## src/rtl/prbs_lfsr_gen_if.sv

```systemverilog
// rtl/prbs_lfsr_gen_if.sv - control and serial-output handshake bundle for prbs_lfsr_gen
// The master side issues load/seed/burst_len and out_ready; the slave is the generator.
interface prbs_lfsr_gen_if #(
  parameter int WIDTH = 7,
  parameter int CNT_W = 16
);
  logic             load;
  logic [WIDTH-1:0] seed;
  logic [CNT_W-1:0] burst_len;
  logic             out_bit;
  logic             out_valid;
  logic             out_ready;
  logic             done;
  logic             seed_fixed;
  logic [WIDTH-1:0] lfsr_state;

  modport master (
    output load, seed, burst_len, out_ready,
    input  out_bit, out_valid, done, seed_fixed, lfsr_state
  );

  modport slave (
    input  load, seed, burst_len, out_ready,
    output out_bit, out_valid, done, seed_fixed, lfsr_state
  );
endinterface

```

## src/rtl/prbs_lfsr_gen.sv

```systemverilog
// rtl/prbs_lfsr_gen.sv - parametrised Fibonacci LFSR PRBS source with burst control and valid/ready output
// A load starts (or restarts) a burst; each accepted bit steps the register once.
module prbs_lfsr_gen #(
  parameter int               WIDTH        = 7,
  parameter logic [WIDTH-1:0] TAPS         = 7'h41,
  parameter logic [WIDTH-1:0] DEFAULT_SEED = 7'h01,
  parameter int               CNT_W        = 16
) (
  input  logic               clk,
  input  logic               reset,
  prbs_lfsr_gen_if.slave     bus
);

  typedef enum logic {
    ST_IDLE = 1'b0,
    ST_RUN  = 1'b1
  } fsm_t;

  localparam logic [CNT_W-1:0] CNT_ONE = {{(CNT_W-1){1'b0}}, 1'b1};

  fsm_t             r_fsm;
  logic [WIDTH-1:0] r_state;
  logic [CNT_W-1:0] r_count;
  logic [CNT_W-1:0] r_burst;
  logic             r_valid;
  logic             r_done;
  logic             r_seed_fixed;

  logic             w_fb;
  logic [WIDTH-1:0] w_next;
  logic             w_xfer;
  logic             w_seed_zero;
  logic             w_last;

  assign w_fb        = ^(r_state & TAPS);
  assign w_next      = {r_state[WIDTH-2:0], w_fb};
  assign w_xfer      = r_valid & bus.out_ready;
  assign w_seed_zero = (bus.seed == '0);
  // A zero burst register means continuous mode, so the last-bit test never fires there.
  assign w_last      = (r_burst != '0) && (r_count == (r_burst - CNT_ONE));

  always_ff @(posedge clk or posedge reset) begin
    if (reset) begin
      r_fsm        <= ST_IDLE;
      r_state      <= DEFAULT_SEED;
      r_count      <= '0;
      r_burst      <= '0;
      r_valid      <= 1'b0;
      r_done       <= 1'b0;
      r_seed_fixed <= 1'b0;
    end else begin
      r_done       <= 1'b0;
      r_seed_fixed <= 1'b0;
      if (bus.load) begin
        // Load wins over a coincident transfer: the register takes the seed, not the step.
        r_state      <= w_seed_zero ? DEFAULT_SEED : bus.seed;
        r_seed_fixed <= w_seed_zero;
        r_burst      <= bus.burst_len;
        r_count      <= '0;
        r_fsm        <= ST_RUN;
        r_valid      <= 1'b1;
      end else begin
        case (r_fsm)
          ST_RUN: begin
            if (w_xfer) begin
              r_state <= w_next;
              r_count <= r_count + CNT_ONE;
              if (w_last) begin
                r_fsm   <= ST_IDLE;
                r_valid <= 1'b0;
                r_done  <= 1'b1;
              end
            end
          end
          default: begin
            r_valid <= 1'b0;
          end
        endcase
      end
    end
  end

  assign bus.out_bit    = r_state[WIDTH-1];
  assign bus.out_valid  = r_valid;
  assign bus.done       = r_done;
  assign bus.seed_fixed = r_seed_fixed;
  assign bus.lfsr_state = r_state;

endmodule

```

## src/flat_wrapper.sv

```systemverilog
// flat-port wrapper written by rule: the top's interface ports become plain ports
module prbs_lfsr_gen_flat 
#(
  parameter int               WIDTH        = 7,
  parameter logic [WIDTH-1:0] TAPS         = 7'h41,
  parameter logic [WIDTH-1:0] DEFAULT_SEED = 7'h01,
  parameter int               CNT_W        = 16
)
  (clk, reset, bus_load, bus_seed, bus_burst_len, bus_out_ready, bus_out_bit, bus_out_valid, bus_done, bus_seed_fixed, bus_lfsr_state);
  prbs_lfsr_gen_if #(.WIDTH(WIDTH), .CNT_W(CNT_W)) bus_i ();
  input  logic clk;
  input  logic reset;
  input wire logic [$bits(bus_i.load)-1:0] bus_load;
  input wire logic [$bits(bus_i.seed)-1:0] bus_seed;
  input wire logic [$bits(bus_i.burst_len)-1:0] bus_burst_len;
  input wire logic [$bits(bus_i.out_ready)-1:0] bus_out_ready;
  output wire logic [$bits(bus_i.out_bit)-1:0] bus_out_bit;
  output wire logic [$bits(bus_i.out_valid)-1:0] bus_out_valid;
  output wire logic [$bits(bus_i.done)-1:0] bus_done;
  output wire logic [$bits(bus_i.seed_fixed)-1:0] bus_seed_fixed;
  output wire logic [$bits(bus_i.lfsr_state)-1:0] bus_lfsr_state;
  assign bus_i.load = bus_load;
  assign bus_i.seed = bus_seed;
  assign bus_i.burst_len = bus_burst_len;
  assign bus_i.out_ready = bus_out_ready;
  assign bus_out_bit = bus_i.out_bit;
  assign bus_out_valid = bus_i.out_valid;
  assign bus_done = bus_i.done;
  assign bus_seed_fixed = bus_i.seed_fixed;
  assign bus_lfsr_state = bus_i.lfsr_state;
  prbs_lfsr_gen #(.WIDTH(WIDTH), .TAPS(TAPS), .DEFAULT_SEED(DEFAULT_SEED), .CNT_W(CNT_W)) u_core (.clk(clk), .reset(reset), .bus(bus_i));
endmodule
```

## config.mk

```make
export PLATFORM = sky130hd
export DESIGN_NAME = prbs_lfsr_gen_flat
export DESIGN_NICKNAME = d
export VERILOG_FILES = /design/src/rtl/prbs_lfsr_gen_if.sv /design/src/rtl/prbs_lfsr_gen.sv /design/src/flat_wrapper.sv
export SDC_FILE = /design/constraint.sdc
export NUM_CORES = 1
export LEC_CHECK = 0
export BUFFER_PORTS_ARGS = -buffer_cell sky130_fd_sc_hd__buf_2
export CAP_MARGIN = 15
export CORE_ASPECT_RATIO = 2
export CORE_MARGIN = 5
export CORE_UTILIZATION = 57
export CTS_CLUSTER_SIZE = 14
export DETAILED_ROUTE_END_ITERATION = 16
export GPL_TIMING_DRIVEN = 0
export PLACE_DENSITY = 0.83
export SYNTH_ARGS = -nofsm -noshare
export SYNTH_HDL_FRONTEND = slang
export SYNTH_SLANG_ARGS = --single-unit
export TNS_END_PERCENT = 5
```

## constraint.sdc

```tcl
create_clock -name clk -period 2.8 [get_ports clk]
set_input_delay 0.14 -clock clk [delete_from_list [all_inputs] [get_ports clk]]
set_output_delay 0.14 -clock clk [all_outputs]
set_load 0.01 [all_outputs]
```

# Word-level counts from Yosys, hierarchy flattened
# Index checks and enable logic that the tools add are counted.
# classes
bitwise,1
eq_ne,3
n_mux,20
n_lt_le_gt_ge,0
div,0
reduce_logical,8
n_mul,0
n_shift,0
add_sub_neg,2
# op_table
cell,n
$mux W16,3
$mux W7,4
$add A16 B1 Y16 const B,1
$eq A16 B16 Y1,1
$reduce_bool A16 Y1,1
$sub A16 B1 Y16 const B,1
$mux W1,13
$logic_not A7 Y1,1
$reduce_xor A7 Y1,1
$ne A3 B3 Y1 const B,2
$reduce_and A2 Y1,2
$reduce_bool A2 Y1,2
$and A1 B1 Y1,1
$logic_and A1 B1 Y1,1
# word_totals
register_bits,43
ramBits,0
latchBits,0
out_inout_bits,11
wordCells,41
memories,0
inputBits,27
rom_bits,0

# Logic depth before layout (Yosys ltp)
# Gate-level depths: netlist of run 1.
# logic_depth
depth_word,7
ltp_mapped,10

# Worst setup path before layout of run 1
# Ideal clock, no wire load.
# synth_path
path_type,register to register
start,register u_core.r_burst[0]
end,"register u_core.r_valid, in the netlist u_core.bus.out_valid"
setup_ps,129
slack_ps,599
period_less_slack_ps,2201
arrival_time_ps,2072
stages_incl_launch_ff,10
cell_sequence,dfrtp_1 > buf_4 > inv_1 > ha_1 > xnor2_1 > or4_1 > nor4bb_1 > nand4_1 > nor4bb_2 > nor2_1
# synth_between
elab_chain_len,5
word_cells_on_any_way,6
cone_classes,add/sub (1); eq/ne (2); reduce/logical (3)
# synth_lines
element,line,source
start: declaration,prbs_lfsr_gen.sv:24,logic [CNT_W-1:0] r_burst;
start signal: assignment,prbs_lfsr_gen.sv:58,r_burst <= bus.burst_len;
$sub A16 B1 Y16,prbs_lfsr_gen.sv:40,assign w_last = (r_burst != '0) && (r_count == (r_burst - CNT_ONE));
$eq A16 B16 Y1,prbs_lfsr_gen.sv:40,
$logic_and A1 B1 Y1 *,prbs_lfsr_gen.sv:40,
$ne A3 B3 Y1 (no line) *,n/a,
$reduce_and A2 Y1 (no line) *,n/a,
end signal: assignment,prbs_lfsr_gen.sv:48,r_valid <= 1'b0;
end signal: assignment,prbs_lfsr_gen.sv:61,r_valid <= 1'b1;
end signal: assignment,prbs_lfsr_gen.sv:70,r_valid <= 1'b0;
end: declaration,prbs_lfsr_gen.sv:25,logic r_valid;
# Mark *: on every way between the ends. The rest lies on a longest branch, timed or not.
# A chain may end at the register's enable or synchronous reset.

# Worst setup path after layout of run 1
# Ends and elaborated chain as after synthesis.

==> results of run 1 <==
## metal layers
metal / vias up / GRT usage
li1: 1027 / -
met1: 1002 / 0.232
met2: 60 / 0.388
met3: 22 / 0.0318
met4: 0 / 0.133
met5: - / 0
## layout make-up
cell class | instances | area [um2] | share of cell area
well taps | 54 | 67.6 | 0.0227
multi-input cells | 204 | 1430 | 0.479
inverters | 7 | 26.3 | 0.00883
clock buffers | 6 | 72.6 | 0.0244
repair buffers | 36 | 180 | 0.0606
flip-flops and latches | 43 | 1080 | 0.362
clock inverters | 2 | 60.1 | 0.0202
plain buffers | 13 | 66.3 | 0.0223
## through the flow
stage | hold WS (ps) | setup WS [ps] | std cells
after floorplan | 223 | 599 | 267
after CTS | 33.7 | 223 | 365
after global routing | 30.8 | 66.3 | 365
after global placement | 336 | 309 | 357
final | 26.6 | 187 | 365
after detailed placement | 349 | 250 | 357
## registers in the layout (all words and copies together), names as in the netlist
name / count
u_core.r_fsm: 1
u_core.r_burst: 16
u_core.r_count: 16
u_core.bus.done: 1
u_core.bus.seed_fixed: 1
u_core.bus.out_valid: 1
u_core.bus.lfsr_state: 7
## layout by cell type, fill, tap and decap left out, types with 3 or more instances in the layout
cell type and count:
sky130_fd_sc_hd__a21oi_1 4, sky130_fd_sc_hd__a31oi_1 3, sky130_fd_sc_hd__and3_1 4, sky130_fd_sc_hd__and4_1 3, sky130_fd_sc_hd__buf_2 37, sky130_fd_sc_hd__clkbuf_1 9, sky130_fd_sc_hd__clkbuf_8 5, sky130_fd_sc_hd__dfrtp_1 42
sky130_fd_sc_hd__ha_1 3, sky130_fd_sc_hd__inv_1 6, sky130_fd_sc_hd__mux2_2 14, sky130_fd_sc_hd__mux2i_1 6, sky130_fd_sc_hd__nand2_1 24, sky130_fd_sc_hd__nand2b_1 3, sky130_fd_sc_hd__nand3_1 6, sky130_fd_sc_hd__nand4_1 4
sky130_fd_sc_hd__nor2_1 34, sky130_fd_sc_hd__nor3_1 7, sky130_fd_sc_hd__nor4_1 7, sky130_fd_sc_hd__o21ai_0 9, sky130_fd_sc_hd__xnor2_1 22, sky130_fd_sc_hd__xor2_1 14
## power breakdown
group	internal, mW	switching (mW)
registers	0.659	0.0494
clock network	0.357	0.220
logic	0.122	0.144
## cell families after synthesis
group           after synthesis  synth area share
simple gates                109             0.222
flops                        43             0.415
compound gates               36             0.108
xor+xnor                     36             0.122
buf+inv                      20            0.0357
mux                          20            0.0839
fa+ha+maj                     3            0.0145
## how the worst max path moves through the flow
stage / from / depth (start not counted) / slack, ps / end
finish: u_core.r_burst[0]$_DFFE_PP0P_ / 9 / 190 / u_core.bus.out_valid$_DFFE_PP0P_
global route: u_core.r_burst[0]$_DFFE_PP0P_ / 10 / 70 / u_core.bus.out_valid$_DFFE_PP0P_
CTS: u_core.r_burst[0]$_DFFE_PP0P_ / 9 / 220 / u_core.bus.out_valid$_DFFE_PP0P_
detailed placement: u_core.r_burst[0]$_DFFE_PP0P_ / 9 / 250 / u_core.bus.out_valid$_DFFE_PP0P_
global placement: u_core.r_burst[0]$_DFFE_PP0P_ / 9 / 310 / u_core.bus.out_valid$_DFFE_PP0P_
floorplan: u_core.r_burst[0]$_DFFE_PP0P_ / 9 / 600 / u_core.bus.out_valid$_DFFE_PP0P_
==> results by stage, run 1 <==
Run status:
- The run finished with clean final reports.

STA:
- The setup total negative slack is 0 ps.
- After layout, the minimum clock period comes to 2610 ps.
- In this run the tightest slew margin relative to its limit is 0.401.
- The number of hold-slack violations in the final timing report was 0.
- At the pin with the least slew margin, the transition time is 897 ps.
- The share of the clock period used by the worst path is 0.933.
- The number of slew-limit violations in the final report was 0.
- The maximum frequency from static timing analysis is 0.383 GHz.
- The total setup violations reported at the end of the flow is 0.
- The maximum clock skew at final layout is 9.59 ps.
- Setup repair after global routing left no endpoint under its margin.

GRT:
- The via count of the first global-routing pass is 2307.
- The first global-routing pass estimated 10500 um of wire.
- The leftover overflow at the end of global routing is 0.
- The global-route total usage across every layer is 0.218.
- The largest net degree at the start of global routing is 44.
- The initial antenna violation count was 0.

Synthesis:
- In the synthesized netlist, the number of instances is 267.
- Sorting the synthesized cells by how often they occur yields 42 x sky130_fd_sc_hd__dfrtp_1, 34 x sky130_fd_sc_hd__nor2_1, 24 x sky130_fd_sc_hd__nand2_1.
- By area the synthesized netlist is led by sky130_fd_sc_hd__dfrtp_1 41%, sky130_fd_sc_hd__xnor2_1 7.4%, sky130_fd_sc_hd__mux2_2 6.1%.
- The number of nets in the synthesized netlist is 297.
- The dominant synthesized flop cell is sky130_fd_sc_hd__dfrtp_1.
- The area fraction of the dominant cell type after synthesis is 0.405.
- The number of distinct library cells after synthesis is 58.
- The number of flip-flops and latches in the synthesized netlist is 43.
- For this run, asynchronously set or reset flops after synthesis account for 1.00.
- The mean area per synthesized cell is 9.72 um2.
- In this run, synthesis inferred 0 flip-flops with an integrated enable.
- The netlist area before placement is 2590 um2.
- The most common cell in the netlist is sky130_fd_sc_hd__dfrtp_1.
- During synthesis, Yosys emitted a total of 0 warnings.
- Of all cell types, the one taking the most synthesized area is sky130_fd_sc_hd__dfrtp_1.
- Of the synthesized area, sequential elements account for 0.415.

Clock tree:
- The number of hold-repair buffers added at the cts stage is 0.
- After clock tree synthesis, the clock-pin slew on the worst setup and hold paths is 90 ps.
- The number of sinks handled by clock tree synthesis is 43.
- The largest buffer count on any clock path is 2.
- Counting the buffers created by CTS gives 5.
- For the worst-skew pair, the clock arrives at the later sink with an insertion delay of 300 ps.
- The number of setup buffers added after CTS is 0.
- CTS built an H-tree with a depth of 2.
- The number of gates resized after CTS is 0.
- TritonCTS built the clock tree.
- The cell chosen for the clock root is sky130_fd_sc_hd__clkbuf_8.

Placement:
- At the end of routability-driven placement, the weighted congestion stood at 0.926.
- The HPWL reported at the end of detailed placement is 4630 um.
- The post-placement cell area is 2840 um2.
- Port buffering added 36 buffers.

Final layout:
- After routing the design area is 2980 um2.
- The area growth from synthesis to layout is 14.7%.
- 0 antenna diodes ended up in the layout.
- The number of nets in the layout is 340.
- The share of cells above drive strength 1 is 0.235.
- The number of fill cells is 344.
- At the end of the flow the core is filled with cells to 0.679.

Floorplan:
- The starting density of the core is 0.592.
- The die area is 6080 um2.
- The count of boundary I/O pins is 38.
- The core region is 4380 um2.
- The vertical extent of the die is 105 um.
- The floorplan row count is 34.
- From left edge to right edge, the die measures 57.7 um.

Worst hold path:
- The tightest min-delay check is of the in -> async type.

Setup path:
- The worst reg-to-reg path cell count is 9.
- Traced cell by cell, the critical path runs through buf_4 -> inv_1 -> ha_1 -> xnor2_1 -> or4_1 -> nor4bb_1 -> nand4_1 -> nor4bb_2 -> nor2_1.
- STA classifies the critical path startpoint as a register.
- The critical path in this run is classified as reg -> reg.
- The register-to-register setup slack is 190 ps.
- The worst flop-to-flop path endpoint is u_core.bus.out_valid$_DFFE_PP0P_.
- The number of buffers and inverters on the critical path is 2.
- The worst setup path is captured at a register.
- The critical-path maximum fanout is 7.
- The startpoint identified for the worst register-to-register timing path is u_core.r_burst[0]$_DFFE_PP0P_.
- The standard cell with the maximum stage delay on the critical path is sky130_fd_sc_hd__or4_1.
- For the worst setup path, the data required time is 2970 ps.
- Data arrives at the worst endpoint at 2790 ps.
- In this design, the largest share of critical-path delay is due to simple AND/OR/NAND/NOR gates.
- The delay contributed by the slowest stage of the critical path is 450 ps.

Route:
- The count of TritonRoute iterations in the first routing pass is 4.
- For this block, the via count after detailed routing is 2111.
- The met3 layer wire length in the routed design is 209 um.
- After detailed routing, the total wire length is 6130 um.
- The via count normalized by instance count is 5.78.
- The remaining antenna violation count is 0.
- The highest metal layer carrying signal wires in the routed design is met4.
- The detailed-route DRC error count is 0.
- The average wire length per cell after detail routing is 16.8 um.
- The amount of wire on met2 after detailed routing is 3370 um.
- The count of routing violations after the opening detailed-route iteration is 49.
- The routed metal-1 wirelength is 2240 um.

Pwr:
- For this design the static power due to leakage is 1.28 nW.
- The overall power after layout is 1.55 mW.
- The worst-case IR drop observed on VDD is 0.496 mV.
- Dividing total power by cell area gives a power density of 521 nW/um2.

Run:
- The max-capacitance violation count is 0.
Note: power is estimated with default switching activity, not from simulation.
==> run 2: changes to the inputs <==
- CTS_BUF_LIST: not set -> sky130_fd_sc_hd__clkbuf_16
==> results by stage, run 2 (same netlist as run 1, synthesis figures left out) <==
Run status:
- The flow ran to the end, and the final reports show no timing, DRC or antenna violations.

STA:
- The clock period minus final worst setup slack is 2620 ps (+6.61 ps).
- The worst hold slack is 48.1 ps (+21.4 ps).
- The setup slack of the critical path after layout is 180 ps (-6.61 ps).
- The maximum frequency from static timing analysis is 0.382 GHz (-0.25%).
- The share of the clock period used by the worst path is 0.936 (+0.00236).
- The transition at the pin with the smallest max-transition slack is 903 ps (+5.88 ps).
- The number of slew-limit violations in the final report came to 0 (unchanged).
- The setup total negative slack came to 0 ps (unchanged).
- The number of hold-slack violations in the final timing report is 0 (unchanged).
- Setup repair after global routing left no endpoint under its margin.
- The total setup violations reported at the end of the flow is 0 (unchanged).
- The relative slew slack is 0.397 (-0.00393).
- The maximum clock skew at final layout is 7.14 ps (-2.45 ps).

Worst hold path:
- The path class of the lowest-slack min-delay path is in -> async.

Clock tree:
- The largest buffer count on any clock path is 2 (unchanged).
- The number of setup buffers added after CTS came to 0 (unchanged).
- The clock slew seen by the registers of the worst setup and hold paths came to 60 ps (-30 ps).
- The number of hold-repair buffers added at the cts stage is 0 (unchanged).
- The number of sinks handled by clock tree synthesis is 43 (unchanged).
- The later-pin clock latency in the skew report came to 280 ps (-20 ps).
- The TritonCTS clock tree is built.
- The CTS buffer count was 5 (unchanged).
- The number of levels the H-tree was split into is 2 (unchanged).
- The number of gates resized after CTS is 0 (unchanged).
- The cell chosen for the clock root is sky130_fd_sc_hd__clkbuf_16.

Setup path:
- STA classifies the critical path endpoint as a register.
- The data arrival time of the critical path was 2780 ps (about the same).
- The worst setup path is of the reg -> reg kind.
- The delay contributed by the slowest stage of the critical path is 450 ps (about the same).
- The register-to-register setup slack was 180 ps (about the same).
- The worst endpoint required time is 2960 ps (about the same).
- The standard cell with the maximum stage delay on the critical path is sky130_fd_sc_hd__nor4bb_2.
- The type of origin of the critical path is a register.
- The critical-path maximum fanout is 10 (+3).
- The critical path goes through buf_4 -> inv_1 -> ha_1 -> clkbuf_1 -> and3_1 -> o2bb2ai_1 -> a22oi_1 -> nand4_1 -> nor4bb_2 -> nor2_1.

Route:
- The remaining antenna violation count came to 0 (unchanged).
- The average wire length per cell after detail routing is 17.2 um (+2.6%).
- The count of routing violations after the opening detailed-route iteration is 50 (+2.0%).
- The total number of vias is 2128 (+0.81%).
- The via count normalized by instance count came to 5.83 (+0.81%).
- The total wirelength of the detailed-routed design came to 6290 um (+2.6%).
- The count of TritonRoute iterations in the first routing pass is 4 (unchanged).
- The detailed-route DRC error count is 0 (unchanged).

Floorplan:
- The floorplan row count is 34 (unchanged).
- The count of boundary I/O pins is 38 (unchanged).
- The vertical extent of the die is 105 um (unchanged).
- The die area is 6080 um2 (unchanged).
- The chip width is 57.7 um (unchanged).
- The core region area is 4380 um2 (unchanged).
- The starting density of the core was 0.592 (unchanged).

Final layout:
- The sequential standard cell area is 1080 um2 (unchanged).
- In the layout the commonest cells are 42 x sky130_fd_sc_hd__dfrtp_1, 37 x sky130_fd_sc_hd__buf_2, 34 x sky130_fd_sc_hd__nor2_1, 24 x sky130_fd_sc_hd__nand2_1, 22 x sky130_fd_sc_hd__xnor2_1.
- The post-layout instance area is 3030 um2 (+1.9%).
- From synthesis to final layout, the design area changed by 16.8%.
- The antenna diode instance count came to 0 (unchanged).
- The area of combinational cells with multiple inputs is 1430 um2 (unchanged).
- The number of nets in the layout is 340 (unchanged).
- Leaving out fill and tap cells, the most frequent cell in the layout is sky130_fd_sc_hd__dfrtp_1.
- The share of cells above drive strength 1 came to 0.235 (unchanged).
- The number of fill cells is 335 (-2.6%).

Placement:
- The final weighted congestion of routability-driven global placement is 0.926 (unchanged).
- The post-placement cell area is 2840 um2 (unchanged).
- The HPWL reported at the end of detailed placement is 4630 um (unchanged).
- The worst setup slack before clock tree synthesis is 250 ps (unchanged).
- The number of I/O port buffers was 36 (unchanged).

GRT:
- The wire length of the first global-routing pass is 10800 um (+2.7%).
- The via count of the first global-routing pass is 2360 (+2.3%).
- The initial antenna violation count is 0 (unchanged).
- The global-route total usage across every layer was 0.224 (+0.00570).
- The leftover overflow at the end of global routing came to 0 (unchanged).
- The largest net degree at the start of global routing was 44 (unchanged).

Pwr:
- The worst supply voltage drop on vdd came to 0.552 mV (+11%).
- The leakage power total is 1.31 nW (+2.3%).
- The overall power after layout is 1.72 mW (+11%).
- The power per standard cell area is 568 nW/um2 (+9.0%).

Run:
- The max-capacitance violation count was 0 (unchanged).
-- run 2: final timing paths --
path,end,depth (start not counted),startpoint
hold reg to reg,u_core.r_burst[15]$_DFFE_PP0P_,1,u_core.r_burst[15]$_DFFE_PP0P_
setup / recovery,u_core.bus.out_valid$_DFFE_PP0P_,10,u_core.r_burst[0]$_DFFE_PP0P_
hold / removal,u_core.r_count[10]$_DFFE_PP0P_,2,reset
setup reg to reg,u_core.bus.out_valid$_DFFE_PP0P_,10,u_core.r_burst[0]$_DFFE_PP0P_
max in group asynchronous,u_core.bus.done$_DFF_PP0_,2,reset
min in group clk,u_core.bus.seed_fixed$_DFF_PP0_,2,bus_seed[6]
-- run 2: through the flow --
stage | utilization | instances
3_5_place_dp | 0.649 | 357
6_report | 0.692 | 365
5_1_grt | 0.692 | 365
2_1_floorplan | - | 267
3_3_place_gp | 0.649 | 357
4_1_cts | 0.692 | 365
-- run 2: area by class of cell --
type	count	area share
well taps	54	0.0223
inverters	7	0.00867
clock inverters	3	0.0210
repair buffers	36	0.0594
plain buffers	13	0.0219
multi-input cells	204	0.470
clock buffers	5	0.0413
flip-flops and latches	43	0.355
-- run 2: per-layer routing --
metal	vias up	global-route usage	wire length [um]
met5	-	0	0
met4	0	0.143	356
met3	27	0.0355	212
met2	63	0.395	3420
met1	1011	0.237	2300
li1	1027	-	-
-- run 2: power by group --
group | internal, mW | leakage, nW | switching [mW]
logic | 0.122 | 0.677 | 0.146
registers | 0.660 | 0.538 | 0.0500
clock network | 0.508 | 0.0952 | 0.236
-- run 2: worst max-delay path: cells and delay by family, from the launching register on --
family	cells	cell delay, ps
simple gates	4	940
flops	1	360
compound gates	2	320
fa+ha+maj	1	210
buf+inv	3	660
==> run 3: changes to the inputs <==
- CORE_UTILIZATION: 57 -> 59
- CTS_BUF_LIST: sky130_fd_sc_hd__clkbuf_16 -> sky130_fd_sc_hd__clkbuf_8
- PLACE_DENSITY: 0.83 -> 0.85
==> results by stage, run 3 (same netlist as run 1, synthesis figures left out) <==
Floorplan:
- The count of boundary I/O pins is 38 (unchanged).
- The die area was 5910 um2 (-2.9%).
- The chip width is 56.9 um (-1.4%).
- The floorplan row count is 34 (unchanged).
- The vertical extent of the die is 104 um (-1.5%).
- The core region area is 4300 um2 (-1.9%).
- The starting density of the core is 0.604 (+0.0117).

Route:
- The average wire length per cell after detail routing is 16.9 um (-1.9%).
- The count of routing violations after the opening detailed-route iteration is 63 (+26%).
- The total wirelength of the detailed-routed design is 6170 um (-1.9%).
- The count of TritonRoute iterations in the first routing pass is 4 (unchanged).
- The total number of vias is 2130 (+0.094%).
- The detailed-route DRC error count came to 0 (unchanged).
- The remaining antenna violation count is 0 (unchanged).
- The via count normalized by instance count was 5.84 (about the same).

Final layout:
- The antenna diode instance count is 0 (unchanged).
- The top cell types in the final layout, fill and taps aside, are 42 x sky130_fd_sc_hd__dfrtp_1, 37 x sky130_fd_sc_hd__buf_2, 34 x sky130_fd_sc_hd__nor2_1, 24 x sky130_fd_sc_hd__nand2_1, 22 x sky130_fd_sc_hd__xnor2_1.
- The number of nets in the layout is 340 (unchanged).
- The library cell used most frequently in the layout, excluding fill and tap cells, is sky130_fd_sc_hd__dfrtp_1.
- The area added between synthesis and finish is 14.1%.
- The number of fill cells is 354 (+5.7%).
- The post-layout instance area was 2960 um2 (-2.4%).
- The share of cells above drive strength 1 is 0.238 (+0.00322).

STA:
- The maximum clock skew at final layout is 5.02 ps (-2.12 ps).
- The number of slew-limit violations in the final report is 0 (unchanged).
- The clock period minus final worst setup slack is 2580 ps (-44.8 ps).
- The maximum frequency from static timing analysis came to 0.388 GHz (+1.7%).
- Setup repair after global routing left no endpoint under its margin.
- The setup total negative slack is 0 ps (unchanged).
- The relative slew slack was 0.415 (+0.0183).
- The transition at the pin with the smallest max-transition slack is 876 ps (-27.4 ps).
- The share of the clock period used by the worst path is 0.920 (-0.0160).
- The total setup violations reported at the end of the flow is 0 (unchanged).
- The number of hold-slack violations in the final timing report came to 0 (unchanged).

Pwr:
- The leakage power total is 1.28 nW (-2.6%).
- The worst supply voltage drop on vdd is 0.418 mV (-24%).
- The power per standard cell area is 500 nW/um2 (-12%).

Clock tree:
- The number of levels the H-tree was split into is 2 (unchanged).
- The number of gates resized after CTS is 0 (unchanged).
- The number of setup buffers added after CTS is 0 (unchanged).
- TritonCTS built the clock tree.
- The cell chosen for the clock root is sky130_fd_sc_hd__clkbuf_8.
- The largest buffer count on any clock path came to 2 (unchanged).
- The later-pin clock latency in the skew report is 300 ps (+20 ps).
- The number of hold-repair buffers added at the cts stage is 0 (unchanged).
- The clock slew seen by the registers of the worst setup and hold paths is 80 ps (+20 ps).
- The CTS buffer count is 5 (unchanged).
- The number of sinks handled by clock tree synthesis is 43 (unchanged).

GRT:
- The via count of the first global-routing pass is 2312 (-2.0%).
- The leftover overflow at the end of global routing is 0 (unchanged).
- The global-route total usage across every layer was 0.224 (about the same).
- The largest net degree at the start of global routing was 44 (unchanged).
- The wire length of the first global-routing pass came to 10500 um (-2.3%).
- The initial antenna violation count is 0 (unchanged).

Worst hold path:
- The tightest min-delay check is of the in -> reg type.

Placement:
- The number of I/O port buffers is 36 (unchanged).
- The HPWL reported at the end of detailed placement is 4610 um (-0.56%).
- The final weighted congestion of routability-driven global placement was 0.954 (+2.9%).
- The post-placement cell area is 2840 um2 (unchanged).

Run:
- The max-capacitance violation count is 0 (unchanged).

Run status:
- The run finished with clean final reports.

Setup path:
- The critical-path maximum fanout is 10 (unchanged).
- The worst setup path is of the reg -> reg kind.
- The worst setup path is launched from a register.
- The worst endpoint required time is 2980 ps (+20 ps).
- The data arrival time of the critical path is 2750 ps (-30 ps).
- STA classifies the critical path endpoint as a register.
[run 3: changes by cell type in the layout (fill, tap and decap cells not counted)]
cell,delta
sky130_fd_sc_hd__bufinv_16,-1
sky130_fd_sc_hd__clkbuf_16,-5
sky130_fd_sc_hd__clkbuf_8,+6
sky130_fd_sc_hd__clkinv_2,+1
sky130_fd_sc_hd__inv_1,-1
[run 3: routing by layer]
layer	GRT usage	part of all wire	vias to the layer above	wire length, um
met2	0.408	0.56	62	3450
met3	0.0399	0.037	28	229
met1	0.223	0.35	1020	2150
met4	0.136	0.056	0	344
li1	-	-	1020	-
met5	0	0	-	0
[run 3: final timing paths]
path	startpoint	end	slack, ps	depth (start not counted)
max	u_core.r_burst[0]$_DFFE_PP0P_	u_core.bus.out_valid$_DFFE_PP0P_	220	9
min	bus_seed[6]	u_core.bus.seed_fixed$_DFF_PP0_	10	2
max reg2reg	u_core.r_burst[0]$_DFFE_PP0P_	u_core.bus.out_valid$_DFFE_PP0P_	220	9
min reg2reg	u_core.r_burst[15]$_DFFE_PP0P_	u_core.r_burst[15]$_DFFE_PP0P_	570	1
max in group asynchronous	reset	u_core.bus.done$_DFF_PP0_	2230	2
min in group asynchronous	reset	u_core.r_burst[10]$_DFFE_PP0P_	20	2
[run 3: layout make-up]
type	instances	area, um2	area share
Inverter	7	26.3	0.00888
Clock inverter	2	35.0	0.0118
Timing Repair Buffer	36	180	0.0609
Multi-Input combinational cell	204	1430	0.481
Buffer	13	66.3	0.0224
Sequential cell	43	1080	0.364
Clock buffer	6	82.6	0.0279
Tap cell	54	67.6	0.0228
[run 3: report_power, final]
group          leakage, nW  switching, mW  internal [mW]
sequential           0.538         0.0505          0.659
clock               0.0612          0.218          0.289
combinational        0.677          0.142          0.122
[run 3: per-stage QoR]
step	util	hold slack [ps]	setup slack, ps	total power [mW]	instances
detailed placement	0.662	338	283	0.982	357
floorplan	-	223	599	0.899	267
CTS	0.689	16.9	225	1.48	365
global route	0.689	20.8	9.66	1.55	365
global placement	0.662	336	289	0.974	357
finish	0.689	13.6	225	1.48	365
[run 3: critical path, stage by stage, from the launching register on]
cell and delay (ps):
sky130_fd_sc_hd__dfrtp_1 370, sky130_fd_sc_hd__buf_4 160, sky130_fd_sc_hd__inv_1 100, sky130_fd_sc_hd__ha_1 230, sky130_fd_sc_hd__clkbuf_1 400, sky130_fd_sc_hd__a31oi_1 220
sky130_fd_sc_hd__nor4bb_1 320, sky130_fd_sc_hd__nand4_1 150, sky130_fd_sc_hd__nor4bb_2 420, sky130_fd_sc_hd__nor2_1 100
